File: src/rtl/sequence_frame_transmitter.sv
`default_nettype none
// ============================================================================
//  Module      : sequence_frame_transmitter
//  Description : Serialises a parallel payload into a framed bit stream. Each
//                frame is the sync word 1011 (MSB first) followed by the payload
//                (MSB first). A 0 is stuffed after every emitted 101 in the
//                payload so that 1011 only ever appears in the sync field.
//  Revision    : 1.0 - initial release
// ============================================================================
module sequence_frame_transmitter #(
    parameter int DATA_WIDTH = 8,   // payload width, >= 4
    parameter int GAP_CYCLES = 1    // idle-0 cycles after each frame, >= 1
) (
    input  logic                  clock,
    input  logic                  reset,
    input  logic [DATA_WIDTH-1:0] data_in,
    input  logic                  data_valid,
    output logic                  data_ready,
    output logic                  serial_out,
    output logic                  frame_active,
    output logic                  stuff_bit,
    output logic                  frame_done
);

    // One counter serves the sync index, the payload bit count and the gap
    // count, so it is sized for the largest of the three.
    localparam int c_CNT_MAX = (DATA_WIDTH > GAP_CYCLES) ? DATA_WIDTH : GAP_CYCLES;
    localparam int c_CW      = $clog2(c_CNT_MAX + 1);

    localparam logic [1:0] c_ST_IDLE     = 2'd0;
    localparam logic [1:0] c_ST_PREAMBLE = 2'd1;
    localparam logic [1:0] c_ST_PAYLOAD  = 2'd2;
    localparam logic [1:0] c_ST_GAP      = 2'd3;

    localparam logic [3:0]      c_SYNC       = 4'b1011;
    localparam logic [2:0]      c_STUFF_HIST = 3'b101;
    localparam logic [c_CW-1:0] c_ZERO       = '0;
    localparam logic [c_CW-1:0] c_ONE        = c_CW'(1);
    localparam logic [c_CW-1:0] c_PRE_LAST   = c_CW'(3);
    localparam logic [c_CW-1:0] c_DATA_LEN   = c_CW'(DATA_WIDTH);
    localparam logic [c_CW-1:0] c_GAP_LAST   = c_CW'(GAP_CYCLES - 1);

    logic [1:0]            r_state;
    logic [c_CW-1:0]       r_count;
    logic [DATA_WIDTH-1:0] r_shift;
    logic [2:0]            r_hist;    // last three line bits, oldest..newest

    logic [1:0]            w_state_next;
    logic [c_CW-1:0]       w_count_next;
    logic [DATA_WIDTH-1:0] w_shift_next;
    logic                  w_serial;
    logic                  w_stuff;
    logic                  w_active;
    logic                  w_done;
    logic                  w_ready;
    logic [1:0]            w_sync_idx;
    logic                  w_last_makes_101;

    // Sync bits are indexed MSB first by the preamble counter.
    assign w_sync_idx = 2'd3 - r_count[1:0];

    // Would emitting the current shift-register MSB leave 101 in the history?
    assign w_last_makes_101 = ({r_hist[1:0], r_shift[DATA_WIDTH-1]} == c_STUFF_HIST);

    // State, counter, shift register and line history registers.
    always_ff @(posedge clock) begin
        if (reset) begin
            r_state <= c_ST_IDLE;
            r_count <= c_ZERO;
            r_shift <= '0;
            r_hist  <= 3'b000;
        end else begin
            r_state <= w_state_next;
            r_count <= w_count_next;
            r_shift <= w_shift_next;
            r_hist  <= {r_hist[1:0], w_serial};
        end
    end

    // Next-state logic and Moore outputs decoded from the registers.
    always_comb begin
        w_state_next = r_state;
        w_count_next = r_count;
        w_shift_next = r_shift;
        w_serial     = 1'b0;
        w_stuff      = 1'b0;
        w_active     = 1'b0;
        w_done       = 1'b0;
        w_ready      = 1'b0;

        case (r_state)
            c_ST_IDLE: begin
                w_ready = 1'b1;
                if (data_valid) begin
                    w_shift_next = data_in;
                    w_count_next = c_ZERO;
                    w_state_next = c_ST_PREAMBLE;
                end
            end

            c_ST_PREAMBLE: begin
                w_active = 1'b1;
                w_serial = c_SYNC[w_sync_idx];
                if (r_count == c_PRE_LAST) begin
                    w_count_next = c_DATA_LEN;
                    w_state_next = c_ST_PAYLOAD;
                end else begin
                    w_count_next = r_count + c_ONE;
                end
            end

            c_ST_PAYLOAD: begin
                w_active = 1'b1;
                if (r_hist == c_STUFF_HIST) begin
                    // Stuffed 0: payload and count hold. At count 0 this is
                    // the trailing stuff and the frame ends here.
                    w_stuff = 1'b1;
                    if (r_count == c_ZERO) begin
                        w_state_next = c_ST_GAP;
                    end
                end else if (r_count == c_ZERO) begin
                    // Only reachable through a trailing stuff; close defensively.
                    w_state_next = c_ST_GAP;
                end else begin
                    w_serial     = r_shift[DATA_WIDTH-1];
                    w_shift_next = r_shift << 1;
                    w_count_next = r_count - c_ONE;
                    // Last data bit: linger at count 0 only if a trailing
                    // stuff is owed, otherwise go straight to the gap.
                    if ((r_count == c_ONE) && !w_last_makes_101) begin
                        w_state_next = c_ST_GAP;
                    end
                end
            end

            c_ST_GAP: begin
                w_done = (r_count == c_ZERO);
                if (r_count == c_GAP_LAST) begin
                    w_count_next = c_ZERO;
                    w_state_next = c_ST_IDLE;
                end else begin
                    w_count_next = r_count + c_ONE;
                end
            end

            default: begin
                w_state_next = c_ST_IDLE;
                w_count_next = c_ZERO;
            end
        endcase
    end

    assign data_ready   = w_ready;
    assign serial_out   = w_serial;
    assign frame_active = w_active;
    assign stuff_bit    = w_stuff;
    assign frame_done   = w_done;

endmodule
`default_nettype wire

File: config.mk
export PLATFORM = sky130hd
export DESIGN_NAME = sequence_frame_transmitter
export DESIGN_NICKNAME = d
export VERILOG_FILES = /design/src/rtl/sequence_frame_transmitter.sv
export SDC_FILE = /design/constraint.sdc
export NUM_CORES = 1
export LEC_CHECK = 0
export CELL_PAD_IN_SITES_DETAIL_PLACEMENT = 1
export CELL_PAD_IN_SITES_GLOBAL_PLACEMENT = 2
export CORE_MARGIN = 10
export CORE_UTILIZATION = 35
export DETAILED_ROUTE_END_ITERATION = 8
export HOLD_SLACK_MARGIN = 0.1
export PLACE_DENSITY = 0.82
export SYNTH_ARGS = -nofsm -noshare
export SYNTH_HDL_FRONTEND = slang
export SYNTH_SLANG_ARGS = --single-unit
File: constraint.sdc
create_clock -name clock -period 2.7 [get_ports clock]
set_input_delay 0.54 -clock clock [delete_from_list [all_inputs] [get_ports clock]]
set_output_delay 0.54 -clock clock [all_outputs]
set_load 0.05 [all_outputs]
==> results.md <==
* Type of the tightest min-delay check: register to register
* Mapped Nets at 139
* Final nets at 153
* Routed Antenna Nets at 0
* Area share of the largest cell type after synthesis at 0.312
* Worst slew pin tran at 700 ps
* Final period util at 0.918
* Clk_lat worst skew at 290 ps
* Top cell type by total area after synthesis: dfxtp_1
* Total iterations of the first detailed-routing run at 4
* CORE AREA at 0.00303 mm²
* Final setup fails at 0
* # DRC at 0
* Horiz. Die Dim at 75.8 µm
* Layout fillers at 357
* Design area at 0.00131 mm²
* Clock transition at the registers of the reported paths at 110 ps
* RSZ-0062 raised after global routing: no
* Initial Utilization at 0.360
* FMAX at 403 MHz
* DR iter-0 viols at 29
* Final TNS setup at 0 ps
* Critical Path Max Stage Delay at 810 ps
* IO Count at 16
* CP Buf/Inv Count at 2
* Pleak at 0.482 nW
* Largest net degree at the start of global routing at 19
* Critical path class: register to output port
* Sequential fraction of the synthesis area at 0.312
* Root buf cell: clkbuf_4
* Number of port buffers at 15
* WL/cell at 14.8 µm
* Area grow syn2layout at 20.3%
* Netlist Area Pre-Place at 0.00109 mm²
* Synth top area cells: dfxtp_1, ha_1, mux2i_1, nor2_1, a211oi_1
* CP max FO at 4
* Row count at 20
* Initial antenna violation count at 0
* Placed Area at 0.00128 mm²
* Predominant post-synthesis flop cell: dfxtp_1
* Die extent in y at 75.8 µm
* Syn_area_per_cell at 9.17 µm²
* Slew Limit Fails at 0
* Die area at 0.00575 mm²
* Commonest non-fill, non-tap cell in the layout: dfxtp_1
* Final Wtd Congestion at 0.837
* Gr usage total at 0.0997
* Rel. slew slack at 0.532
* Total gr overflow at 0
* Clock Skew at 7.40 ps
* VDD IR max at 469 µV
* #FFs+latches synth at 17
* CP arrival at 1940 ps
* Final hold vios at 0
* Post-Route WL at 2.61 mm
* Drt via density at 5.14
* CP Capture Type: output port
* Post-synth cell types at 42
* DR vias at 905
* Clock Path Buffers at 2
* Max Cap Viol at 0
* Most frequent cells in the layout: dfxtp_1, nor2_1, clkdlybuf4s50_1
* Post-synth ARST share at 0
* EDFF count, synth at 0
* Vias in the first global route at 939
* Syn Inst Count at 119
* Antenna Cells at 0
* CTS buffer count at 3
* Min Clock Period, post-route at 2480 ps
* Dpl ws at 410 ps
* HPWL Detailed at 2.02 mm
* First-pass GRT wire length at 4.41 mm
* Yosys synthesis warning count at 0
* Total clock sinks at 17
* Layout cells sized above 1 at 0.0985
* Critical Path RT at 2160 ps
* Power per cell area at 1100 mW/mm²
* Cell chain of the critical path: inv_1, ha_1, clkdlybuf4s50_1
* Slack of the critical path at 221 ps
* # H-tree levels at 1
* Slowest-stage cell, CP: clkdlybuf4s50_1
* CP Launch Type: register
* Setup bufs post-CTS at 0
* Outcome: finished clean
* TritonCTS clock tree: built
* Top delay family on crit path: buffers and inverters
-- synthesized netlist by cell type (3+ instances only) --
library cell / count
nand3_1: 4
nor2b_1: 5
a211oi_1: 5
inv_1: 5
ha_1: 9
mux2i_1: 8
nand2b_1: 3
dfxtp_1: 17
nand3b_1: 4
nor2_1: 14
o211ai_1: 3
o21ai_0: 3
a21oi_1: 4
-- logic make-up after synthesis --
family                     synth area share
AOI/OAI and AO/OA                     0.214
adders and majority gates             0.103
xor gates and xnor gates             0.0161
and+or+nand+nor                       0.227
buffers and inverters                0.0539
muxes                                0.0734
DFF                                   0.312
-- layout make-up --
type,instances,area (µm²),area share
Multi-Input combinational cell,90,692,0.527
Sequential cell,17,340,0.259
Timing Repair Buffer,16,180,0.137
Tap cell,44,55.1,0.0419
Clock buffer,4,26.3,0.0200
Inverter,5,18.8,0.0143
-- per-stage QoR --
stage          instances  total power, mW   util  hold slack (ps)
3_5_place_dp         172             1.31  0.424              493
4_1_cts              176             1.46  0.433              508
5_1_grt              176             1.56  0.433              527
2_1_floorplan        119             1.12      -              449
3_3_place_gp         172             1.29  0.424              472
6_report             176             1.44  0.433              508
-- worst paths after layout --
path              start      endpoint  slack, ps  cells after the start
max          r_state[1]  frame_active        220                      3
min          r_shift[0]    r_shift[0]        510                      2
max reg2reg  r_state[0]    r_shift[7]        430                      7
min reg2reg  r_shift[0]    r_shift[0]        510                      2
-- flip-flops by register name, summed over array words and instances (netlist names) --
name / cells
r_shift: 8
r_count: 4
r_hist: 3
r_state: 2
-- power by group --
group / internal (mW) / switching [mW] / leakage (nW) / total, mW
Sequential: 0.327 / 0.0659 / 0.139 / 0.393
Clock: 0.0574 / 0.0834 / 0.0150 / 0.141
Combinational: 0.356 / 0.551 / 0.327 / 0.907
Total: 0.740 / 0.701 / 0.482 / 1.44
-- per-layer routing --
| metal | vias up | part of all wire | GRT usage | wire length [µm] |
|---|---|---|---|---|
| met5 | - | 0 | 0 | 0 |
| met3 | 4 | 0.027 | 0.0247 | 70 |
| li1 | 459 | - | - | - |
| met4 | 0 | 0.013 | 0.0371 | 35 |
| met1 | 431 | 0.46 | 0.116 | 1200 |
| met2 | 11 | 0.50 | 0.172 | 1300 |
-- worst reg2reg max path: stages (launching register included) --
cell and delay (ps):
dfxtp_1 410, inv_1 100, ha_1 360, and4b_4 300, a311o_4 450, nor2_8 240, nor2_1 70, a211oi_1 240
-- timing repair --
item | 4_1_cts | 5_1_grt
endpoints found under the hold margin | 0 | 0
endpoints found under the setup margin | 0 | 1
resized for setup | 0 | 1
hold buffers | 0 | 0
Power figures use the tool's default switching activity.
